`src/rtl/fixed_mul_pipe.sv`:
```
// Pipelined valid/ready signed fixed-point multiplier with rounding,
// overflow flag and saturating overflow counter.
//
// Ports:
//   clk_i, rst_n_i      clock, synchronous active-low reset
//   a_i, b_i, valid_i   operand stream in
//   ready_o             input accepted this cycle when valid_i is high
//   m_o, ovf_o, valid_o result stream out
//   ready_i             downstream accepts output
//   ovf_cnt_o           saturating count of delivered overflowed samples
//
// Build option: define FIXED_MUL_SAT_EN to clamp overflowed results to
// the output range. Without it, overflowed results wrap.
module fixed_mul_pipe #(
  parameter int AWidth   = 16,
  parameter int APoint   = 10,
  parameter int BWidth   = 16,
  parameter int BPoint   = 10,
  parameter int OutWidth = 16,
  parameter int OutPoint = 10,
  parameter int Stages   = 2,
  parameter int Round    = 0,
  parameter int CntWidth = 16
) (
  input  logic                clk_i,
  input  logic                rst_n_i,
  input  logic [AWidth-1:0]   a_i,
  input  logic [BWidth-1:0]   b_i,
  input  logic                valid_i,
  output logic                ready_o,
  output logic [OutWidth-1:0] m_o,
  output logic                ovf_o,
  output logic                valid_o,
  input  logic                ready_i,
  output logic [CntWidth-1:0] ovf_cnt_o
);

  localparam int PW  = AWidth + BWidth;
  localparam int Lsb = APoint + BPoint - OutPoint;
  localparam int RW  = PW + 1;
  localparam int Top = OutWidth + Lsb;
  // wide enough for the rounded product and the full result field
  localparam int XW  = (RW > Top) ? RW : Top + 1;
  localparam int SW  = XW - Lsb;
  localparam int Sh  = (Lsb > 0) ? Lsb - 1 : 0;
  localparam logic [RW-1:0] RndK =
    (Round == 1 && Lsb > 0) ?
      ({{(RW-1){1'b0}}, 1'b1} << Sh) : '0;

  if (Lsb < 0) begin : g_bad_point
    $fatal(1, "APoint+BPoint must be >= OutPoint");
  end
  if (Stages < 1) begin : g_bad_stages
    $fatal(1, "Stages must be >= 1");
  end

  logic              w_adv;
  logic [PW-1:0]     w_prod;
  logic [PW-1:0]     w_last_p;
  logic              w_last_v;
  logic [RW-1:0]     w_r;
  logic [XW-1:0]     w_rx;
  logic [SW-1:0]     w_s;
  logic [SW-OutWidth:0] w_hi;
  logic              w_ovf;
  logic [OutWidth-1:0] w_m;

  logic [OutWidth-1:0] r_m;
  logic                r_ovf;
  logic                r_vo;
  logic [CntWidth-1:0] r_cnt;

  // one enable for every stage: the pipe moves only when the
  // output register is empty or being drained
  assign w_adv   = !r_vo | ready_i;
  assign ready_o = w_adv;

  assign w_prod = PW'($signed(a_i)) * PW'($signed(b_i));

  if (Stages == 1) begin : g_s1
    assign w_last_p = w_prod;
    assign w_last_v = valid_i;
  end else begin : g_sn
    logic [PW-1:0]     r_p [Stages-1];
    logic [Stages-2:0] r_v;

    always_ff @(posedge clk_i) begin
      if (!rst_n_i) begin
        for (int i = 0; i < Stages - 1; i++) begin
          r_p[i] <= '0;
        end
        r_v <= '0;
      end else if (w_adv) begin
        r_p[0] <= w_prod;
        r_v[0] <= valid_i;
        for (int i = 1; i < Stages - 1; i++) begin
          r_p[i] <= r_p[i-1];
          r_v[i] <= r_v[i-1];
        end
      end
    end

    assign w_last_p = r_p[Stages-2];
    assign w_last_v = r_v[Stages-2];
  end

  // one extra bit so the rounding add never wraps
  assign w_r  = {w_last_p[PW-1], w_last_p} + RndK;
  assign w_rx = XW'($signed(w_r));
  assign w_s  = SW'(w_rx >> Lsb);
  // sign bit of the field plus everything above it must agree
  assign w_hi = w_s[SW-1:OutWidth-1];
  assign w_ovf = !((&w_hi) | ~(|w_hi));

  always_comb begin
    w_m = w_s[OutWidth-1:0];
`ifdef FIXED_MUL_SAT_EN
    if (w_ovf) begin
      if (w_s[SW-1]) begin
        w_m = {1'b1, {(OutWidth-1){1'b0}}};
      end else begin
        w_m = {1'b0, {(OutWidth-1){1'b1}}};
      end
    end
`endif
  end

  always_ff @(posedge clk_i) begin
    if (!rst_n_i) begin
      r_m   <= '0;
      r_ovf <= 1'b0;
      r_vo  <= 1'b0;
      r_cnt <= '0;
    end else begin
      if (w_adv) begin
        r_m   <= w_m;
        r_ovf <= w_ovf & w_last_v;
        r_vo  <= w_last_v;
      end
      if (r_vo && ready_i && r_ovf && r_cnt != {CntWidth{1'b1}}) begin
        r_cnt <= r_cnt + 1'b1;
      end
    end
  end

  assign m_o       = r_m;
  assign ovf_o     = r_ovf;
  assign valid_o   = r_vo;
  assign ovf_cnt_o = r_cnt;

endmodule

```
`config.mk`:
```
export PLATFORM = sky130hd
export DESIGN_NAME = fixed_mul_pipe
export DESIGN_NICKNAME = d
export VERILOG_FILES = /design/src/rtl/fixed_mul_pipe.sv
export SDC_FILE = /design/constraint.sdc
export NUM_CORES = 1
export LEC_CHECK = 0
export CAP_MARGIN = 20
export CORE_ASPECT_RATIO = 0.9
export CORE_MARGIN = 4
export CORE_UTILIZATION = 54
export DETAILED_ROUTE_END_ITERATION = 7
export GPL_TIMING_DRIVEN = 0
export PLACE_DENSITY_LB_ADDON = 0.25
export SLEW_MARGIN = 20
export SYNTH_ARGS = -nofsm -noshare
export SYNTH_HDL_FRONTEND = slang
export SYNTH_SLANG_ARGS = --single-unit
```
`constraint.sdc`:
```
create_clock -name clk_i -period 23.7 [get_ports clk_i]
set_input_delay 5.925 -clock clk_i [delete_from_list [all_inputs] [get_ports clk_i]]
set_output_delay 5.925 -clock clk_i [all_outputs]
set_load 0.05 [all_outputs]
```
=== Yosys cells after proc, flatten, opt, wreduce, memory -nomap -nowiden ===
Memory sizes are Yosys's and may differ from the RTL's.
Cells that the tools add are included.

* Register bits: 35
* Memory bits (writable): 32
* Input port bits: 36
* Output and inout port bits: 35
* Memories kept: 1

* $add $sub $neg: 1
* Multiply operators: 1
* Equal/unequal tests: 1
* Muxes and demuxes: 6
* Bitwise logic cells: 4
* Reductions and logical operators: 8

{| class="wikitable"
|+ Memories
! memory !! words !! bits a word !! rd ports !! clocked after memory_dff !! wr ports !! RTL line !! text
|-
| g_sn.r_p || 1 || 32 || 1 || 0 || 1 || 84 || <nowiki>logic [PW-1:0] r_p [Stages-1];</nowiki>
|}

{| class="wikitable"
|+ Operators with widths
! operator !! number
|-
| 16-bit by 16-bit multiplier with 32-bit output || 1
|-
| 32-bit two-way mux || 1
|-
| 32-bit OR reduction || 1
|-
| 16-bit by 1-bit adder with 16-bit output (second input constant) || 1
|-
| 16-bit inequality test (second input constant) || 1
|-
| 7-bit AND reduction || 1
|-
| 7-bit OR reduction || 1
|-
| 1-bit two-way mux || 5
|-
| 1-bit logical AND || 3
|-
| 1-bit zero test || 2
|-
| 1-bit OR || 2
|-
| 1-bit bitwise AND || 1
|-
| 1-bit NOT || 1
|}

=== Longest topological paths before layout ===
* Depth in word-level cells: 7
* Gate-level depth with buffers: 24
* Gate-level depth less buffers: 22

=== Worst setup path after synthesis ===
OpenSTA, ideal clock, no wires.

* Path type: input to output
* Start point: input ready_i
* End point: output ready_o
* Arrival: 6.934 ns
* Required time: 17.775 ns
* Slack: 10.841 ns
* Stages on the path: 4
* Path buffers: 2
* Cell sequence: nor2b_1 -> inv_1 -> clkbuf_1 -> buf_1

* Word-level cells in the longest chain between the ends: 1

{| class="wikitable"
|+ Ends and longest elaborated chain
! item !! RTL line !! text
|-
| from (decl) || 34 || <nowiki>input logic ready_i,</nowiki>
|-
| 1-bit OR || 75 || <nowiki>assign w_adv = !r_vo | ready_i;</nowiki>
|-
| to (decl) || 30 || <nowiki>output logic ready_o,</nowiki>
|}

Every way passes these cells.

=== Worst setup path after layout ===
Same ends and word-level chain as after synthesis.

==> impl_metrics.toml <==
[run_status]
status = "completed"

[die]
num_io_pins = 71
die_y_um = 149.6
die_w_um = 165.4
dieArea_um2 = 24750
num_rows = 51
coreArea_um2 = 21760
start_util = 0.5532

[drt]
drc = 0
vias = 9110
viasPerCell = 5.436
wl_per_cell_um = 17.36
final_antenna_net_count = 0
drt_pre_antenna_iters = 5
wl_um = 29100
drt_iter0_markers = 673

[worst_setup_path]
cpPeakStageDelay_ps = 900
critPathLaunchType = "input port"
cp_slowest_cell = "clkdlybuf4s50_1"
startpoint = "ready_i"
crit_arrival_ps = 8170
rr_startpoint = "valid_o"
critPathKind = "in2out"
critical_path.most_common_cell = "clkdlybuf4s50_1"
end_kind = "primary output"
path_cells = "clkdlybuf4s50_1, nor2b_1, inv_1, clkbuf_1, buf_1, clkdlybuf4s50_1"
cp_data_required_time_ps = 17780
critPathMaxFanout = 10
r2r_end = "g_sn.r_p[0][23]"
ff2ff_path_depth = 3
r2r_setup_slack_ps = 21640

[yosys]
muxShareOfSynthArea = 0.003430
synth_compound_area_frac = 0.06132
yosysTopAreaCell = "fa_1"
async_flop_share = 0
synth_xor_area_frac = 0.03056
syn_area_um2 = 12040
synth-simple-area-share = 0.1705
ys_types = 55
syn_area_per_cell_um2 = 9.267
synth_top_family_by_area = "adder cells"
post_synth_fa_ha_maj_area_fraction = 0.5172
synthFlopType = "dfxtp_1"
synth-seq-area-share = 0.1131
synth_area_leaders = "fa_1, inv_1, ha_1, and2_1, dfxtp_1"
synth_top_area_frac = 0.4341
synth_enable_flop_cells = 22
yosysWarnings = 0
synth_nets = 1676
syn_inst = 1299
synth-seq-cells = 57

[sta]
drv_slew = 0
setup_viol = 0
clock_skew_ps = 8.435
period_share = 0.5947
worst_pin_slew_ps = 907.0
tns_ps = 0
min_period_ps = 14090
max_freq_mhz = 70.95
finalHoldViolCount = 0
rsz0062_at_grt = "no"
slew-limit-headroom = 0.3939

[clocking]
cts.sinks = 57
numCtsBuffers = 9
cts.hold.buffers_added = 0
post_cts_buffers = 0
clk_latency_ps = 320
path_clk_slew_ps = 40
h-tree-depth = 3
cts_buffer_depth = 2
cts-root-buf = "clkbuf_16"
cts_tree = "built"
ctsResizeCount = 0

[grt]
busiest_layer = "met2"
antenna_found_initial = 2
grt_usage = 0.2581
grt_max_degree = 23
met3_usage = 0.05784
grtUsageMet2 = 0.4288
grt_pass1_vias = 9945
grt_pass1_wl_um = 49160
gr-usage-met1 = 0.3294
grt-ovfl-total = 0

[placement]
place.gp.congestion = 0.9753
portBuffers = 70
place_hpwl_um = 24630

[final_layout]
area_delta_synth_final_pct = 11.05
drive_gt1_frac = 0.02022
insertedDiodeCount = 0
fin_util = 0.6143
nets = 1757

[hold_path]
worstHoldPathCells = 2
min_path_type = "reg2reg"
min-delay-start = "m_o[15]"
hold_path_end = "m_o[15]"

[job]
drv_cap = 0
==> placed cells by master, fill, tap and decap left out, drive strengths merged, types with 4 or more instances in the layout <==
master,count
inv,284
fa,261
nand2,184
and2,133
ha,80
clkdlybuf4s50,70
clkbuf,55
nor2,41
dfxtp,35
xnor2,29
a21oi,29
edfxtp,22
a21boi,18
o21ai,16
nand3,13
xor2,13
nand4,13
a21o,9
and3,8
nor3,8
a31oi,6
nor2b,5
nand2b,5
o21bai,5
clkinv,5
and4,4
==> per-layer routing <==
metal	vias up	share of wire	wire [um]
met2	369	0.49	14240
met5	-	0.00041	12
met3	102	0.086	2493
met1	4565	0.38	11080
met4	2	0.044	1273
li1	4072	-	-
==> sequential cells by signal, summed over array words and instances (netlist names) <==
register   flops
g_sn.r_p      22
m_o           16
ovf_cnt_o     16
g_sn.r_v       1
ovf_o          1
valid_o        1
==> cells in the mapped netlist (2+ instances only) <==
library cell  number
a31o_2             3
a21boi_0          18
and2_1           133
edfxtp_1          22
and4_1             3
inv_1            284
mux2i_1            3
nand3_1           13
o21bai_1           5
xor2_1            13
and3_1             8
nand4_1           12
nor2b_1            5
nor3_1             7
nor2_1            41
buf_1              2
a31oi_1            6
o211ai_1           3
nand2_1          184
clkbuf_1          43
dfxtp_1           35
a21oi_1           28
o21a_1             3
nand2b_1           5
o21ai_0           15
a21o_1             9
xnor2_1           29
ha_1              80
fa_1             261
==> cells by family after synthesis <==
group / Yosys count
buf+inv: 331
mux: 4
compound gates: 106
flops: 57
simple gates: 418
xor+xnor: 42
fa+ha+maj: 341
==> through the flow <==
step	instance area, um2	hold WS [ps]	instances	setup WS, ps
2_1_floorplan	12040	454.6	1299	10840
3_3_place_gp	13100	455.9	1660	9582
3_5_place_dp	13100	460.6	1660	9578
4_1_cts	13370	466.9	1676	9571
5_1_grt	13370	485.2	1676	9381
6_report	13370	466.5	1676	9606
==> critical path: cells and delay by family <==
family	cells	cell delay, ps
AND/OR/NAND/NOR	1	70
buffers and inverters	5	2170
==> final cells by class <==
type                    count  area, um2
plain buffers              47      185.2
clock buffers              11      242.7
clock inverters             5      22.52
fillers                  1870       8392
inverters                 284       1066
multi-input cells         911       9425
flip-flops and latches     57       1361
well taps                 291      364.1
repair buffers             70      700.7
==> worst max-delay path by stage <==
stage,endpoint,cells past startpoint
3_5_place_dp,ready_o,6
2_1_floorplan,ready_o,4
6_report,ready_o,6
4_1_cts,ready_o,6
3_3_place_gp,ready_o,6
5_1_grt,ready_o,6
Power is left out: the tool's default activity adds up to more than one toggle a clock period on the data nets, which glitch-free logic cannot reach.
